$ cat src/rtl/score_entry_pkg.sv
// Shared definitions for the score entry block: ASCII codes, state encoding
// and the width helper used to size the score value.
`timescale 1ns/1ps
package score_entry_pkg;

    localparam logic [6:0] ASCII_ZERO  = 7'd48;
    localparam logic [6:0] ASCII_NINE  = 7'd57;
    localparam logic [6:0] ASCII_BS    = 7'd8;
    localparam logic [6:0] ASCII_ENTER = 7'd13;

    // Wide enough for four decimal digits (9999).
    localparam int ACC_BITS = 14;

    typedef enum logic [1:0] {
        ST_ENTRY,
        ST_CONVERT,
        ST_DONE
    } state_t;

    // Bits needed to hold 0..n-1.
    function automatic int logb2(input int n);
        int bits;
        int v;
        bits = 0;
        v    = n - 1;
        while (v > 0) begin
            bits++;
            v = v >> 1;
        end
        return (bits < 1) ? 1 : bits;
    endfunction

endpackage

$ cat src/rtl/score_entry_mul10_add.sv
// Combinational acc*10 + digit step of the decimal-to-binary conversion,
// built from shifts and adds so no multiplier is inferred.
`timescale 1ns/1ps
module mul10_add
    import score_entry_pkg::*;
(
    input  logic [ACC_BITS-1:0] i_acc,
    input  logic [3:0]          i_digit,
    output logic [ACC_BITS-1:0] o_sum
);

    assign o_sum = (i_acc << 3) + (i_acc << 1) + {{(ACC_BITS-4){1'b0}}, i_digit};

endmodule

$ cat src/rtl/score_entry.sv
// Buffers typed decimal digits for echo and, on Enter, converts them MSD-first
// into a saturated binary score with a one-cycle valid pulse.
`timescale 1ns/1ps
module score_entry
    import score_entry_pkg::*;
#(
    parameter int H          = 32,
    parameter int V          = 32,
    parameter int MAX_DIGITS = 4
) (
    input  logic                          clk,
    input  logic                          rst_n,
    input  logic                          i_char_valid,
    input  logic [6:0]                    i_char,
    output logic                          o_ready,
    output logic [4*MAX_DIGITS-1:0]       o_digits,
    output logic [2:0]                    o_digit_count,
    output logic [logb2(H*V)-1:0]         o_value,
    output logic                          o_value_valid,
    output logic                          o_saturated
);

    localparam int                    SCORE_BITS = logb2(H*V);
    localparam int                    IDX_BITS   = (MAX_DIGITS > 1) ? $clog2(MAX_DIGITS) : 1;
    localparam logic [ACC_BITS-1:0]   SCORE_MAX  = ACC_BITS'(H*V - 1);
    localparam logic [IDX_BITS-1:0]   IDX_LAST   = IDX_BITS'(MAX_DIGITS - 1);
    localparam logic [2:0]            COUNT_MAX  = 3'(MAX_DIGITS);

    state_t                  r_state;
    state_t                  w_next_state;
    logic [4*MAX_DIGITS-1:0] r_digits;
    logic [2:0]              r_count;
    logic [ACC_BITS-1:0]     r_acc;
    logic [IDX_BITS-1:0]     r_idx;
    logic [SCORE_BITS-1:0]   r_value;
    logic                    r_saturated;

    logic                    w_accept;
    logic                    w_is_digit;
    logic [3:0]              w_digit;
    logic [3:0]              w_cur_digit;
    logic [ACC_BITS-1:0]     w_acc_next;
    logic                    w_last_digit;

    assign o_ready       = (r_state == ST_ENTRY);
    assign o_value_valid = (r_state == ST_DONE);
    assign o_digits      = r_digits;
    assign o_digit_count = r_count;
    assign o_value       = r_value;
    assign o_saturated   = r_saturated;

    assign w_accept     = i_char_valid && o_ready;
    assign w_is_digit   = (i_char >= ASCII_ZERO) && (i_char <= ASCII_NINE);
    assign w_digit      = 4'(i_char - ASCII_ZERO);
    assign w_cur_digit  = r_digits[4*r_idx +: 4];
    assign w_last_digit = (r_idx == '0);

    mul10_add u_mul10_add (
        .i_acc   (r_acc),
        .i_digit (w_cur_digit),
        .o_sum   (w_acc_next)
    );

    always_ff @(posedge clk or negedge rst_n) begin
        if (!rst_n) r_state <= ST_ENTRY;
        else        r_state <= w_next_state;
    end

    always_comb begin
        // NOTE: default first so every path assigns w_next_state and no latch is inferred.
        w_next_state = r_state;
        case (r_state)
            ST_ENTRY:   if (w_accept && (i_char == ASCII_ENTER)) w_next_state = ST_CONVERT;
            ST_CONVERT: if (w_last_digit)                         w_next_state = ST_DONE;
            ST_DONE:    w_next_state = ST_ENTRY;
            default:    w_next_state = ST_ENTRY;
        endcase
    end

    always_ff @(posedge clk or negedge rst_n) begin
        if (!rst_n) begin
            r_digits    <= '0;
            r_count     <= '0;
            r_acc       <= '0;
            r_idx       <= '0;
            r_value     <= '0;
            r_saturated <= 1'b0;
        end else begin
            case (r_state)
                ST_ENTRY: begin
                    if (w_accept) begin
                        if (w_is_digit) begin
                            if (r_count < COUNT_MAX) begin
                                r_digits <= {r_digits[4*MAX_DIGITS-5:0], w_digit};
                                r_count  <= r_count + 3'd1;
                            end
                        end else if (i_char == ASCII_BS) begin
                            if (r_count != 3'd0) begin
                                r_digits <= r_digits >> 4;
                                r_count  <= r_count - 3'd1;
                            end
                        end else if (i_char == ASCII_ENTER) begin
                            r_acc <= '0;
                            r_idx <= IDX_LAST;
                        end
                    end
                end
                ST_CONVERT: begin
                    r_acc <= w_acc_next;
                    if (w_last_digit) begin
                        // Clamp to the top of the grid-derived score range.
                        if (w_acc_next > SCORE_MAX) begin
                            r_value     <= SCORE_MAX[SCORE_BITS-1:0];
                            r_saturated <= 1'b1;
                        end else begin
                            r_value     <= w_acc_next[SCORE_BITS-1:0];
                            r_saturated <= 1'b0;
                        end
                    end else begin
                        r_idx <= r_idx - IDX_BITS'(1);
                    end
                end
                ST_DONE: begin
                    r_digits <= '0;
                    r_count  <= '0;
                end
                default: ;
            endcase
        end
    end

endmodule

$ cat config.mk
export PLATFORM = sky130hd
export DESIGN_NAME = score_entry
export DESIGN_NICKNAME = d
export VERILOG_FILES = /design/src/rtl/score_entry_pkg.sv /design/src/rtl/score_entry_mul10_add.sv /design/src/rtl/score_entry.sv
export SDC_FILE = /design/constraint.sdc
export NUM_CORES = 1
export LEC_CHECK = 0
export ABC_AREA = 1
export CAP_MARGIN = 10
export CORE_ASPECT_RATIO = 1.5
export CORE_MARGIN = 3
export CORE_UTILIZATION = 30
export DETAILED_ROUTE_END_ITERATION = 16
export GPL_TIMING_DRIVEN = 0
export PLACE_DENSITY = 0.56
export SLEW_MARGIN = 25
export SYNTH_ARGS = -nofsm -noshare
export SYNTH_HDL_FRONTEND = slang
export SYNTH_SLANG_ARGS = --single-unit
$ cat constraint.sdc
create_clock -name clk -period 3.6 [get_ports clk]
set_clock_uncertainty 0.2 [all_clocks]
set_input_delay 0.72 -clock clk [delete_from_list [all_inputs] [get_ports clk]]
set_output_delay 0.72 -clock clk [all_outputs]
set_load 0.02 [all_outputs]
* Word-level counts from Yosys, hierarchy flattened
Cells that the tools add are included.
Operators by class: add/sub/neg operators 6, $lt $le $gt $ge 4, eq/ne operators 14, shift-type cells 1, multiplexer cells 28, reduce and logical (&&, ||, !) cells 13
Operator list (number):
- $mux 16 | 5
- $mux 13 | 4
- $pmux 16 s2 | 1
- $pmux 13 s2 | 1
- $shiftx 16x5->4 | 1
- $mux 3 | 5
- $add 14x14->14 | 1
- $add 14x4->14 | 1
- $eq 7x4->1 const B | 2
- $gt 14x10->1 const B | 1
- $mux 2 | 7
- $mux 10 | 1
- $reduce_and 5->1 | 2
- $ne 2x2->1 const B | 4
- $pmux 2 s2 | 2
- $ge 7x6->1 const B | 1
- $le 7x6->1 const B | 1
- $ne 2x1->1 const B | 3
- $ne 3x1->1 const B | 2
- $pmux 3 s2 | 1
- $reduce_and 6->1 | 1
- $logic_not 2->1 | 2
- $reduce_and 2->1 | 2
- $reduce_bool 2->1 | 2
- 11 further kinds | 13
Storage, ports and cells: register bits 47, output and inout port bits 32, logic and storage cells 73

* Logic depth before layout (Yosys ltp)
word-level depth 6, gate-level depth with buffers 20, gate-level depth less buffers 18

* Modules after synthesis
A second synthesis with hierarchy kept.
Second synthesis, totals: cell total of the unflattened synthesis 440, area, all modules 3205.6 um^2
By module, submodules not included:
- score_entry | instances 1, cells an instance 296, area an instance 2364.8 um^2, sequential area each 1201.2 um^2
- mul10_add | instances 1, cells an instance 144, area an instance 840.8 um^2, sequential area each 0.0 um^2

* Worst setup path before layout
No wires, ideal clock.
kind reg2reg, from register r_idx[0], to register r_value[4], in the netlist o_value[4], setup time 120 ps, arrival 2604 ps, data required time 3280 ps, slack 675 ps, cell stages (with the launch flop) 16, buffers on the path 2, period minus slack after synthesis 2925 ps, cells stage by stage dfrtp_1 clkbuf_1 o21ai_0 a21oi_1 a21oi_1 fa_1 fa_1 nor2_1 o21ai_0 nand3_1 nand2_1 nor2_1 nand2_1 nand2_1 buf_4 nand2_1
On the way: longest elaborated chain between the ends 4
RTL lines:
- from (decl) | RTL line score_entry.sv:34 | logic [IDX_BITS-1:0] r_idx;
- from (signal assigned) | RTL line score_entry.sv:120 | r_idx <= r_idx - IDX_BITS'(1);
- $shiftx 16x5->4 | RTL line score_entry.sv:55 | assign w_cur_digit = r_digits[4*r_idx +: 4];
- $add 14x4->14 | RTL line score_entry_mul10_add.sv:12 | assign o_sum = (i_acc << 3) + (i_acc << 1) + {{(ACC_BITS-4){1'b0}}, i_digit};
- $gt 14x10->1 | RTL line score_entry.sv:112 | if (w_acc_next > SCORE_MAX) begin
- $mux 10 | RTL line score_entry.sv:112
- to (signal assigned) | RTL line score_entry.sv:113 | r_value <= SCORE_MAX[SCORE_BITS-1:0];
- to (signal assigned) | RTL line score_entry.sv:116 | r_value <= w_acc_next[SCORE_BITS-1:0];
- to (decl) | RTL line score_entry.sv:35 | logic [SCORE_BITS-1:0] r_value;
Parallel ways exist; a longest one is shown, timed or not. A chain may end at the register's enable or synchronous reset.

* Worst setup path after layout
from register r_idx[0], to register r_value[5], in the netlist o_value[5]
Same word-level chain as after synthesis.

==> metrics.txt <==
Max Cap Viol=0; sequential area share after synthesis=37.3%; initial antenna violation count=0; Power Density=between 1000 and 1500 nW/um2; ant diodes=0; number of global-route vias before repair=~3.0k; clock sink total=47; reg2reg end=o_value[5]$_DFFE_PN0P_; Final Cell Area=roughly 3900 um2; worst path buffer plus inverter count=2; Critical Path RT=3.59 ns; CP Class=flop to flop; top cell family by delay on the critical path=adder cells; CP startpoint kind=flop; Slew Viols, Final=0; Initial DRC Count=roughly 120; crit path capture type=flop; Final period util=between 90 and 100%; share of total power in sequential cells=between 20% and 30%; top cell type's share of synthesized area=37.3%; Psw=roughly 2.1 mW; CTS clock-pin slew for the worst setup and hold paths=~0.070 ns; Tot GR Track Use=14.5%; Leak=1.89 nW; synthesized instance count=412; largest net degree at the start of global routing=between 40 and 50; CTS resizes=0; syn_area_per_cell=between 7 and 8 um2; Worst path most repeated cell=nand2_1; Max Root-Sink Buffers=2; worst-path cell chain=clkbuf_2 -> o21ai_1 -> a21oi_1 -> a21oi_1 -> fa_1 -> fa_1 -> nor2_1 -> o21ai_0 -> nand3_1 -> nand2_1 -> nor2_1 -> nand2_1 -> nand2_1 -> buf_4 -> nand2_1; CTS tree=yes; # DRC=0; gpl congestion=just under 0.9; reg-to-reg startpoint=r_idx[0]$_DFFE_PN0P_; placed insts=between 500 and 600; area leader, netlist=dfrtp_1; minimum clock period=~3.3 ns; Reg2Reg Depth=15; Syn Std Cell Area=3160 um2; final hold slack=roughly 0.23 ns; top-level I/O count=42; Yosys reg bits=47; Post-CTS Setup Repair Bufs=0; Reg area=~1200 um2; area growth from synthesis to layout=23.4%; Layout fillers=between 1k and 1.5k; global-route wire length before repair=about 14000 um; final core occ=38.2%; P_int=about 2.2 mW; slowest CP cell=fa_1; status=finished clean; Via density=~4.6; crit path DAT=roughly 3.3 ns; R2R Setup Slk=0.31 ns; origin of the worst setup path=r_idx[0]$_DFFE_PN0P_; via count=about 2.8k; Critical Path Fanout Max=10; count of different cell masters after synthesis=34; normalized max-slew margin=between 50 and 60%; HPWL after DPL=between 6000 and 7000 um; syn_nets=roughly 450; die span in y=132 um; First-pass DRT Iterations=4; fin cells=602; Yosys warnings=0; total CTS buffers=5; Die ar.=roughly 12000 um2; GR Overflow Total=0; Clock power frac=between 10% and 20%; clk_lat worst skew=around 0.30 ns; Logic pwr share=roughly two thirds; leading post-synthesis cells by cell area=dfrtp_1 37%, nand2_1 13%, ha_1 9.1%; htree depth=2; Multi-input gate area=between 1500 and 2000 um2; post-route antenna net violation count=0; final hold violation count=0; pre-CTS setup slack=about 0.24 ns; setup tns final=0 ns; Routed WL=8170 um; RSZ-0062 raised after global routing=false; Initial Util=a little over 30%; setup ws final=between 0.3 and 0.4 ns; cts hold-fix bufs=0; IO Port Bufs=a little over 40; switching share of total power=between 40% and 50%; Rows=45; min-delay worst type=input port to asynchronous set/reset pin; Worst VDD drop=approximately 0.00046 V; Root Driver=clkbuf_16; CP peak stage delay=between 0.5 and 0.6 ns; Final #Nets=496; fmax=304 MHz; measured slew at the worst slew-check pin=~0.64 ns; Setup-failing EPs final=0; Tot Pwr=roughly 4.3 mW; die width=89.8 um; layout cell share with drive strength beyond 1=a little under an eighth; Routed WL per cell=around 14 um; core area=between 10000 and 15000 um2; Area after DPL=about 3700 um2
[final cells by class]
cell class,instances,area share (%)
clock inverters,3,0.707
multi-input cells,287,42.5
flip-flops and latches,47,30.2
plain buffers,10,1.80
repair buffers,41,10.5
well taps,141,4.53
inverters,68,6.55
clock buffers,5,3.21
[synthesized netlist by cell type (all sizes together)]
cell / count
nand2: 114
nand3b: 1
clkinv: 2
xnor2: 2
nor2: 29
and2: 1
fa: 3
xor2: 5
nand3: 16
o22ai: 9
a21oi: 27
nor3: 4
buf: 6
mux2i: 1
ha: 23
clkbuf: 4
dfrtp: 47
nand4: 5
o21ai: 46
inv: 66
or2: 1
[worst max path at each step]
| stage | to | slack [ns] | depth (start not counted) |
|---|---|---|---|
| after floorplan | o_value[4]$_DFFE_PN0P_ | 0.68 | 15 |
| after global placement | o_value[3]$_DFFE_PN0P_ | 0.09 | 1 |
| after detailed placement | o_saturated$_DFFE_PN0P_ | 0.24 | 14 |
| after CTS | o_value[5]$_DFFE_PN0P_ | 0.21 | 14 |
| after global routing | o_value[7]$_DFFE_PN0P_ | 0.04 | 18 |
| final | o_value[5]$_DFFE_PN0P_ | 0.31 | 15 |
[routing by layer]
layer / share of wire (%) / global-route usage (%) / up-vias
li1: - / - / 1416
met1: 40 / 15.4 / 1318
met2: 55 / 27.7 / 48
met3: 2.1 / 2.29 / 10
met4: 2.7 / 6.91 / 0
met5: 0 / 0 / -
[sequential cells by signal, indices dropped and copies added (netlist names)]
register       cells
r_state            2
r_idx              2
r_acc             13
o_digit_count      3
o_saturated        1
o_value           10
o_digits          16
[cells in the final DEF (no fill, tap or decap), types with 3 or more instances in the layout]
cell type / netlist / routed
nand2_1: 112 / 112
inv_1: 60 / 60
dfrtp_1: 47 / 47
clkdlybuf4s50_1: 0 / 40
o21ai_0: 32 / 31
nor2_1: 25 / 25
ha_1: 23 / 23
a21oi_1: 21 / 21
o21ai_2: 14 / 14
nand3_1: 13 / 13
o22ai_1: 9 / 9
inv_2: 6 / 6
a21oi_2: 6 / 6
nand4_1: 5 / 5
xor2_1: 5 / 5
clkbuf_16: 0 / 5
nor2_2: 3 / 3
buf_2: 3 / 3
clkbuf_1: 4 / 3
nor3_1: 3 / 3
fa_1: 3 / 3
[power groups by stage]
stage	clock, mW	combinational, mW	sequential (mW)
6_report	0.500	2.81	0.944
2_1_floorplan	0	1.86	1.08
3_5_place_dp	0	2.81	0.953
4_1_cts	0.519	2.83	0.947
3_3_place_gp	0	2.77	0.953
5_1_grt	0.532	3.25	0.980
[kinds of logic after synthesis]
logic type               after synthesis  synth area share (%)
XOR/XNOR                               7                  1.94
flip-flops                            47                  37.3
AND/OR/NAND/NOR                      171                  23.5
buffers and inverters                 78                  10.3
multiplexers                           1                 0.317
AO/OA/AOI/OAI                         82                  15.7
adder cells (fa/ha/maj)               26                  11.0
Note: power is estimated with default switching activity, not from simulation.
